===== src/rtl/hazard_forward_ctrl.sv =====
`default_nettype none
// hazard_forward_ctrl: load-use stall, EX-stage forwarding and ID-stage WB bypass
// control for a 5-stage LD/SD/ALU pipeline, tracked through shadow instruction registers.
module hazard_forward_ctrl #(
  parameter int          STALL_CNT_W = 16,
  parameter logic [31:0] NOP_INSTR   = 32'h0000_0013
) (
  input  logic                   clock,
  input  logic                   reset_n,
  input  logic                   advance,
  input  logic [31:0]            ifid_ir,
  output logic                   stall,
  output logic [1:0]             fwd_a,
  output logic [1:0]             fwd_b,
  output logic                   byp_id_a,
  output logic                   byp_id_b,
  output logic [STALL_CNT_W-1:0] stall_cnt
);

  localparam logic [6:0] OP_LD  = 7'b0000011;
  localparam logic [6:0] OP_SD  = 7'b0100011;
  localparam logic [6:0] OP_BEQ = 7'b1100011;
  localparam logic [6:0] OP_ALU = 7'b0010011;

  function automatic logic writes_rd(input logic [6:0] op, input logic [4:0] rd);
    return ((op == OP_LD) || (op == OP_ALU)) && (rd != 5'd0);
  endfunction

  function automatic logic reads_rs1(input logic [6:0] op);
    return (op == OP_LD) || (op == OP_SD) || (op == OP_ALU) || (op == OP_BEQ);
  endfunction

  function automatic logic reads_rs2(input logic [6:0] op);
    return (op == OP_SD) || (op == OP_ALU) || (op == OP_BEQ);
  endfunction

  logic [31:0] sh_idex;
  logic [31:0] sh_exmem;
  logic [31:0] sh_memwb;

  logic [6:0] id_op, idex_op, exmem_op, memwb_op;
  logic [4:0] id_rs1, id_rs2, idex_rd, idex_rs1, idex_rs2, exmem_rd, memwb_rd;
  logic       exmem_alu_wr, memwb_wr;
  logic       unused_bits;

  assign id_op    = ifid_ir[6:0];
  assign id_rs1   = ifid_ir[19:15];
  assign id_rs2   = ifid_ir[24:20];
  assign idex_op  = sh_idex[6:0];
  assign idex_rd  = sh_idex[11:7];
  assign idex_rs1 = sh_idex[19:15];
  assign idex_rs2 = sh_idex[24:20];
  assign exmem_op = sh_exmem[6:0];
  assign exmem_rd = sh_exmem[11:7];
  assign memwb_op = sh_memwb[6:0];
  assign memwb_rd = sh_memwb[11:7];
  assign unused_bits = ^sh_memwb[31:12];

  // A load in EX/MEM has no result yet, so only ALU producers forward from there.
  assign exmem_alu_wr = (exmem_op == OP_ALU) && writes_rd(exmem_op, exmem_rd);
  assign memwb_wr     = writes_rd(memwb_op, memwb_rd);

  assign stall = (idex_op == OP_LD) && (idex_rd != 5'd0) &&
                 ((reads_rs1(id_op) && (id_rs1 == idex_rd)) ||
                  (reads_rs2(id_op) && (id_rs2 == idex_rd)));

  always_comb begin
    fwd_a = 2'b00;
    if (reads_rs1(idex_op)) begin
      if (exmem_alu_wr && (exmem_rd == idex_rs1))
        fwd_a = 2'b10;
      else if (memwb_wr && (memwb_rd == idex_rs1))
        fwd_a = 2'b01;
    end
  end

  always_comb begin
    fwd_b = 2'b00;
    if (reads_rs2(idex_op)) begin
      if (exmem_alu_wr && (exmem_rd == idex_rs2))
        fwd_b = 2'b10;
      else if (memwb_wr && (memwb_rd == idex_rs2))
        fwd_b = 2'b01;
    end
  end

  assign byp_id_a = memwb_wr && reads_rs1(id_op) && (memwb_rd == id_rs1);
  assign byp_id_b = memwb_wr && reads_rs2(id_op) && (memwb_rd == id_rs2);

  always_ff @(posedge clock) begin
    if (!reset_n) begin
      sh_idex   <= NOP_INSTR;
      sh_exmem  <= NOP_INSTR;
      sh_memwb  <= NOP_INSTR;
      stall_cnt <= '0;
    end else if (advance) begin
      sh_memwb <= sh_exmem;
      sh_exmem <= sh_idex;
      sh_idex  <= stall ? NOP_INSTR : ifid_ir;
      if (stall && (stall_cnt != '1))
        stall_cnt <= stall_cnt + STALL_CNT_W'(1);
    end
  end

endmodule
`default_nettype wire

===== config.mk =====
export PLATFORM = sky130hd
export DESIGN_NAME = hazard_forward_ctrl
export DESIGN_NICKNAME = d
export VERILOG_FILES = /design/src/rtl/hazard_forward_ctrl.sv
export SDC_FILE = /design/constraint.sdc
export NUM_CORES = 1
export LEC_CHECK = 0
export CELL_PAD_IN_SITES_DETAIL_PLACEMENT = 0
export CELL_PAD_IN_SITES_GLOBAL_PLACEMENT = 1
export CORE_UTILIZATION = 42
export CTS_CLUSTER_SIZE = 30
export DETAILED_ROUTE_END_ITERATION = 8
export PLACE_DENSITY = 0.84
export SLEW_MARGIN = 10
export SYNTH_ARGS = -nofsm -noshare
export SYNTH_HDL_FRONTEND = slang
export SYNTH_SLANG_ARGS = --single-unit

===== constraint.sdc =====
create_clock -name clock -period 4.5 [get_ports clock]
set_clock_uncertainty 0.2 [all_clocks]
set_input_delay 0.9 -clock clock [delete_from_list [all_inputs] [get_ports clock]]
set_output_delay 0.9 -clock clock [all_outputs]
set_load 0.02 [all_outputs]

==> reports/qor.csv, run 1 <==
stage,metric,value,unit
status,outcome,completed,
grt,total congestion overflow,0,
die,core area,6940,um^2
pwr,Worst VDD drop,0.205,mV
hold_path,worst min path class,flop to flop,
pwr,NetSw,0.315,mW
timing,Worst Tran Pin Value,0.745,ns
routing,mean number of vias per cell,5.34,
grt,met1 global-route usage,27.3,%
timing,RSZ-0062 raised after global routing,no,
finish,most frequent cells in the layout,"dfxtp_1, clkdlybuf4s50_1, nor2_1, nand3_1, mux2i_1",
timing,crit path time final,4.37,ns
die,die area,7710,um^2
grt,M2 GR Usage,33.2,%
routing,DRC viols,0,
routing,DR iter-0 viols,151,
critical_path,crit start category,input pin,
finish,final cell count without fillers,491,
synth,ys flop type,dfxtp_1,
timing,setup TNS,0,ns
grt,gr busiest metal,met2,
timing,Worst slew margin,50.3,%
synth,"top cells by area, synth","dfxtp_1, mux2i_1, xnor2_1, nand3_1, xor2_1",
critical_path,reg2reg start,stall_cnt[0],
placed_design,GPL Wtd Cong,0.869,
clock_tree,htree depth,3,
finish,ant diodes,0,
pwr,sequential power share,46.0,%
grt,GRT met3 Usage,4.62,%
synth,Synth Cell Area,3090,um^2
critical_path,worst r2r path cells,7,
timing,# setup viols final,0,
synth,Seq cells post-synth,61,
synth,async set-reset flop share out of synthesis,0,%
pwr,Power Dens Cells,328,nW/um^2
clock_tree,clk sinks,61,
clock_tree,CTS Buffer Depth,2,
synth,syn avg cell area,8.79,um^2
critical_path,Critical Path Fanout Max,3,
die,die height,87.8,um
timing,Final WS setup,0.129,ns
critical_path,R2R Setup Slk,1.86,ns
timing,Fin. Hold Viols,0,
pwr,Sw Share,25.1,%
die,row count,30,
clock_tree,Worst-Skew Late Latency,0.34,ns
routing,DRT antenna net count,0,
grt,first-pass GRT wire length,12.1,mm
timing,fin. max-slew vios,0,
synth,synth unique cells,41,
critical_path,Critical Path RT,3.40,ns
pwr,Internal Power,0.938,mW
clock_tree,root buffer cell,clkbuf_8,
finish,share of cells above drive strength 1,6.58,%
routing,via count,2620,
finish,nets@finish,426,
placed_design,I/O Buffers,47,
clock_tree,CTS buffer count,9,
critical_path,Worst setup endpoint,byp_id_a,
synth,number of synthesized flops with an enable pin,0,
run,MaxCap Viol Count,0,
synth,synth warn,0,
critical_path,worst setup path startpoint,ifid_ir[5],
pwr,Lkg Pwr,1.45,nW
grt,initial antenna violation count,0,
die,Die Width,87.8,um
grt,largest net degree at the start of global routing,64,
finish,Layout area overhead,23.5,%
routing,wire per inst,15.0,um
routing,WL final,7.37,mm
routing,First-pass DRT Iterations,4,
timing,fin crit share,97.1,%
critical_path,Crit Path Category,input pin to output pin,
pwr,combinational share of power,10.5,%
finish,"commonest non-fill, non-tap cell in the layout",dfxtp_1,
placed_design,dpl cells,475,
placed_design,DP Worst Slack,0.147,ns
synth,syn nets,388,
clock_tree,setup bufs post-CTS,0,
clock_tree,CTS tree,built,
critical_path,critical path endpoint category,output pin,
timing,Max Clk Rate,0.229,GHz
clock_tree,Post-CTS Hold Buffers,0,
pwr,final total power,1.25,mW
clock_tree,Clock transition at path regs,0.08,ns
pwr,clock network power share,43.5,%
synth,post-synthesis cell count,352,
critical_path,Reg2Reg Capture Point,stall_cnt[11],
die,starting density of the core,44.5,%
grt,Total GRT Usage,20.4,%
placed_design,post-DP HPWL,5.17,mm
critical_path,Worst EP arrival,3.27,ns
grt,vias in the first global route,2421,
synth,largest area contributor in the netlist,dfxtp_1,
clock_tree,post_cts resized,0,
synth,sequential fraction of the synthesis area,39.5,%
synth,top cell type's share of synthesized area,39.5,%
die,IO Pins,58,
-- worst min-delay path by stage --
stage,start,end,slack (ns),cells past startpoint
2_1_floorplan,sh_memwb[0],sh_memwb[0],0.24,2
3_3_place_gp,sh_memwb[1],sh_memwb[1],0.26,2
3_5_place_dp,sh_memwb[1],sh_memwb[1],0.26,2
4_1_cts,sh_memwb[1],sh_memwb[1],0.28,2
5_1_grt,stall_cnt[14],stall_cnt[14],0.33,2
6_report,sh_memwb[1],sh_memwb[1],0.28,2
-- sequential cells by signal, indices dropped and copies added, names as in the netlist --
register   count
sh_memwb      11
sh_exmem      12
sh_idex       22
stall_cnt     16
-- metal layers --
metal	wire, um	vias to the layer above
met3	354	8
met1	3440	1230
met5	0	-
li1	-	1321
met4	78	0
met2	3500	61
-- power by group through the flow --
stage	clock (mW)	combinational (mW)	sequential (mW)
floorplan	0	0.0904	0.581
global placement	0	0.130	0.588
detailed placement	0	0.132	0.589
CTS	0.554	0.133	0.576
global route	0.579	0.146	0.578
finish	0.545	0.132	0.576
-- cell type report --
type	count	area, um^2
Sequential cell	61	1220
Clock inverter	7	97.6
Clock buffer	9	124
Inverter	6	22.5
Fill cell	646	3130
Multi-Input combinational cell	262	1750
Timing Repair Buffer	50	488
Tap cell	96	120
-- metrics by stage --
stage	hold WS, ns	instance area (um^2)	utilization (%)
final	0.281	3820	55.0
after global routing	0.329	3820	55.0
after CTS	0.281	3820	55.0
after detailed placement	0.261	3600	51.8
after global placement	0.259	3600	51.8
after floorplan	0.241	3090	-
-- synth_stat cells, drive strengths merged, types with 4 or more instances --
cell type and instances:
a21oi 25, buf 7, clkbuf 16, dfxtp 61, inv 6, mux2i 30
nand2 17, nand2b 17, nand3 32, nand4 8, nor2 31, nor3 4
nor4 8, o21ai 9, or3 5, or4 6, xnor2 27, xor2 15
-- critical path, stage by stage --
cell and delay [ns]:
clkdlybuf4s50_1 0.52, mux2i_1 0.25, nand4_1 0.17, or2_2 0.36, nor4_1 0.39, clkdlybuf4s50_1 0.68
-- kinds of logic (layout without fill, tap and decap cells) --
kind of cell	Yosys count	count (layout)	share of synthesized area [%]
DFF	61	61	39.5
AOI/OAI and AO/OA	48	48	9.99
buffers and inverters	29	72	4.09
muxes	30	30	9.71
and+or+nand+nor	141	141	24.4
xor gates and xnor gates	42	42	11.9
adders and majority gates	1	1	0.404
No activity file was read; power rests on OpenSTA's default activity.
==> run 2: changes to the inputs <==
CAP_MARGIN = 0   (was unset)
==> results of run 2 <==
No change in the layout: final DEF, timing and power equal those of run 1.
==> run 3: changes to the inputs <==
SKIP_CTS_REPAIR_TIMING = 1   (was unset)
==> results of run 3 <==
No change in the layout: final DEF, timing and power equal those of run 1.
